**config.mk**
```make
export PLATFORM = sky130hd
export DESIGN_NAME = wire_pipe
export DESIGN_NICKNAME = d
export VERILOG_FILES = /design/src/rtl/wire_pipe.sv
export SDC_FILE = /design/constraint.sdc
export NUM_CORES = 1
export LEC_CHECK = 0
export CORE_MARGIN = 3
export CORE_UTILIZATION = 53
export DETAILED_ROUTE_END_ITERATION = 10
export PLACE_DENSITY = 0.92
export SYNTH_ARGS = -nofsm -noshare
export SYNTH_HDL_FRONTEND = slang
export SYNTH_SLANG_ARGS = --single-unit
```
**constraint.sdc**
```tcl
create_clock -name clk -period 4.3 [get_ports clk]
set_input_delay 0.645 -clock clk [delete_from_list [all_inputs] [get_ports clk]]
set_output_delay 0.645 -clock clk [all_outputs]
set_load 0.02 [all_outputs]
```
**src/rtl/wire_pipe.sv**
```systemverilog
// wire_pipe: DEPTH-stage valid/ready register pipeline with bubble collapse
// and a registered occupancy count.
module wire_pipe #(
    parameter int WIDTH = 8,
    parameter int DEPTH = 3,
    localparam int CW = $clog2(DEPTH + 1)
) (
    input  logic             clk,
    input  logic             rst_n,
    input  logic             i_valid,
    input  logic [WIDTH-1:0] i_data,
    output logic             i_ready,
    output logic             o_valid,
    output logic [WIDTH-1:0] o_data,
    input  logic             o_ready,
    output logic [CW-1:0]    count
);
    logic [DEPTH-1:0] v_q, v_d, r;
    logic [DEPTH:0]   vc;
    logic [WIDTH-1:0] d_q [DEPTH];
    logic [WIDTH-1:0] d_d [DEPTH];
    logic [WIDTH-1:0] dc  [DEPTH+1];
    logic [CW-1:0]    count_q, count_d;
    logic             acc;

    // Stage k sees its predecessor at index k of the chain; index 0 is the input.
    assign vc = {v_q, i_valid};

    // A stage is ready if it, or any stage downstream of it, has room.
    always_comb begin
        acc = o_ready;
        r   = '0;
        for (int k = DEPTH - 1; k >= 0; k--) begin
            acc  = acc | ~v_q[k];
            r[k] = acc;
        end
    end

    always_comb begin
        dc[0] = i_data;
        for (int k = 0; k < DEPTH; k++) dc[k+1] = d_q[k];
    end

    always_comb begin
        v_d     = v_q;
        d_d     = d_q;
        count_d = '0;
        for (int k = 0; k < DEPTH; k++) begin
            v_d[k]  = r[k] ? vc[k] : v_q[k];
            d_d[k]  = (r[k] && vc[k]) ? dc[k] : d_q[k];
            count_d = count_d + CW'(v_d[k]);
        end
    end

    always_ff @(posedge clk) begin
        if (!rst_n) begin
            v_q     <= '0;
            d_q     <= '{default: '0};
            count_q <= '0;
        end else begin
            v_q     <= v_d;
            d_q     <= d_d;
            count_q <= count_d;
        end
    end

    assign i_ready = rst_n & r[0];
    assign o_valid = v_q[DEPTH-1];
    assign o_data  = d_q[DEPTH-1];
    assign count   = count_q;
endmodule
```
==> reports/summary.txt <==
endpoints failing hold: 0
final routed wire length divided by cell count: 11.6 µm
number of maximum-capacitance constraint violations: 0
cell type with the highest occurrence count on the critical path: sky130_fd_sc_hd__clkdlybuf4s50_1
Rel. slew slack: 69.9%
Detailed Route Iter0 Violations: 17
area of the core: 0.00202 mm²
cell chain of the critical path: clkdlybuf4s50_1 > buf_4 > inv_1 > a31oi_1 > clkdlybuf4s50_1
Setup Buffers After CTS: 0
number of buffers created by CTS: 5
post-layout total power: 0.492 mW
total number of clock tree sinks: 29
min Tclk post-route: 3040 ps
total overflow reported by the global router: 0
critical hold path startpoint: d_q[15]
post-synthesis cell type count: 18
instance count along the most critical hold path: 2
CTS root buffer: sky130_fd_sc_hd__clkbuf_4
synthesis-stage register bit count: 29
data required time at the worst endpoint: 3650 ps
antenna viol nets, final: 0
worst setup skew after layout: 5.30 ps
most area-hungry cell type in the Yosys netlist: sky130_fd_sc_hd__dfxtp_1
final setup violation count: 0
ratio of total power to cell area: 351 mW/mm²
final cell count without fillers: 168
leakage power: 0.560 nW
Worst-Margin Slew: 451 ps
placed inst area: 0.00135 mm²
netlist area before placement: 0.00117 mm²
slowest cell delay on critical path: 620 ps
share of post-route cells with drive strength above 1: 7.80%
class of the tightest hold or removal check: register to register
initial antenna violation count: 0
worst reg2reg setup slack: 2650 ps
worst reg2reg endpoint: count[0]
highest clock rate: 329 MHz
number of nets produced by synthesis: 138
Post-Layout Inst Area: 0.00140 mm²
element type at the critical path end: output port
effective utilization at floorplan: 58.0%
Syn Area/Cell: 9.38 µm²
most instantiated library cell after synthesis: sky130_fd_sc_hd__dfxtp_1
startpoint types: input port
max-slew violations: 0
cts hold-fix bufs: 0
final sum of negative setup slack: 0 ps
critical path fanouts, max: 25
destination of the worst hold path: d_q[15]
CTS tree: built
Worst Setup Slack, final: 1260 ps
number of enable-type register cells in the synthesized netlist: 0
commonest cells in the synthesized netlist: sky130_fd_sc_hd__dfxtp_1 (29), sky130_fd_sc_hd__nand2_1 (25), sky130_fd_sc_hd__mux2i_1 (16)
vias in the first global route: 746
leading post-synthesis cells by cell area: sky130_fd_sc_hd__dfxtp_1 (50%), sky130_fd_sc_hd__mux2i_1 (14%), sky130_fd_sc_hd__nand2_1 (8.0%)
average via count per standard cell: 5.14
hold slack: 469 ps
clock insertion delay at the later pin of the skew report: 320 ps
maximum count of clock buffers along a single path: 2
Arrival @ worst endpoint: 2390 ps
Critical R2R Launch: v_q[2]
Total GRT Usage: 17.0%
Rows: 16
number of vias in the routed layout: 863
placed wire-length estimate after detailed placement: 1420 µm
share of the synthesized area in the top cell type: 49.5%
IO Count: 24
final worst path period share: 70.7%
sequential area share after synthesis: 49.5%
Area Overhead vs Synth: 19.6%
Cell Count Post-Placement: 161
setup repair after global routing missed its margin: false
class of the most critical setup path: input port to output port
result of the run: completed
warning count from the yosys run: 0
worst-path cell with the longest stage delay: sky130_fd_sc_hd__clkdlybuf4s50_1
post-placement setup slack: 1270 ps
post-detailed-route DRC marker count: 0
number of diodes: 0
number of nets in the final layout: 154
Worst VDD drop: 0.000257 V
PostCTS Resize Cnt: 0
area enclosed by the die boundary: 0.00281 mm²
final RePlAce weighted congestion: 0.760
first-pass detailed-route iteration total: 5
Routed WL: 1940 µm
Post-Syn Instances: 125
maximum number of pins on one net before global-route repair: 26
Clk pin slew, worst setup/hold paths: 70 ps
Worst Reg2Reg Path Length in Cells: 4
asr flop ratio synth: 0%
CTS H-Tree Depth: 2
Port-buffer cells: 23
core occupancy in the finished layout: 69.4%
y dimension of the die: 53.0 µm
primary flip-flop cell chosen by synthesis mapping: sky130_fd_sc_hd__dfxtp_1
chip width: 53.0 µm
global-route wire length before repair: 3260 µm
report_power, final:
group | switching [mW] | internal, mW | leakage [nW] | total, mW
clock | 0.0836 | 0.0770 | 0.0314 | 0.161
combinational | 0.0235 | 0.0243 | 0.292 | 0.0478
sequential | 0.00545 | 0.278 | 0.237 | 0.283
total | 0.113 | 0.379 | 0.560 | 0.492
layout make-up:
cell class              count  area, µm²
fillers                   171        619
well taps                  27       33.8
inverters                   2       7.51
multi-input cells          79        488
flip-flops and latches     29        581
repair buffers             24        238
clock buffers               7       55.1
worst max-delay path: cells and delay by family:
| family | cells | cell delay, ps |
|---|---|---|
| buffers and inverters | 4 | 1560 |
| AOI/OAI and AO/OA | 1 | 190 |
flip-flops by register name (all words and copies together), names as in the netlist:
register,flops
d_q,16
count,2
o_data,8
v_q,3
worst max-delay path by stage:
stage | startpoint | endpoint
after CTS | rst_n | i_ready
after detailed placement | rst_n | i_ready
after global routing | rst_n | i_ready
after floorplan | o_ready | i_ready
final | rst_n | i_ready
after global placement | rst_n | i_ready
layer usage:
| metal | share of wire [%] | GRT usage, % | routed length, µm | vias up |
|---|---|---|---|---|
| met5 | 0 | 0 | 0 | - |
| met4 | 2.6 | 12.8 | 50 | 0 |
| met3 | 7.0 | 8.17 | 135 | 6 |
| met2 | 47 | 23.8 | 921 | 26 |
| met1 | 43 | 19.8 | 834 | 391 |
| li1 | - | - | - | 440 |
cell families (layout without fill, tap and decap cells):
| logic type | count (synthesis) | in the layout | synth area share [%] |
|---|---|---|---|
| flops | 29 | 29 | 49.5 |
| buf+inv | 17 | 33 | 8.86 |
| simple gates | 41 | 41 | 15.2 |
| mux | 16 | 16 | 13.7 |
| compound gates | 21 | 21 | 11.1 |
| fa+ha+maj | 1 | 1 | 1.71 |
layout by cell type (no fill, tap or decap), types with 2 or more instances in the layout:
cell type,netlist,final
sky130_fd_sc_hd__mux2i_1,16,16
sky130_fd_sc_hd__o21ai_4,2,2
sky130_fd_sc_hd__o21ai_0,8,8
sky130_fd_sc_hd__clkbuf_4,0,5
sky130_fd_sc_hd__dfxtp_1,29,29
sky130_fd_sc_hd__a21oi_1,9,9
sky130_fd_sc_hd__nand3_1,8,8
sky130_fd_sc_hd__clkdlybuf4s50_1,0,23
sky130_fd_sc_hd__nor2_1,6,6
sky130_fd_sc_hd__nand2_1,25,25
sky130_fd_sc_hd__a31oi_1,2,2
Note: power is estimated with default switching activity, not from simulation.
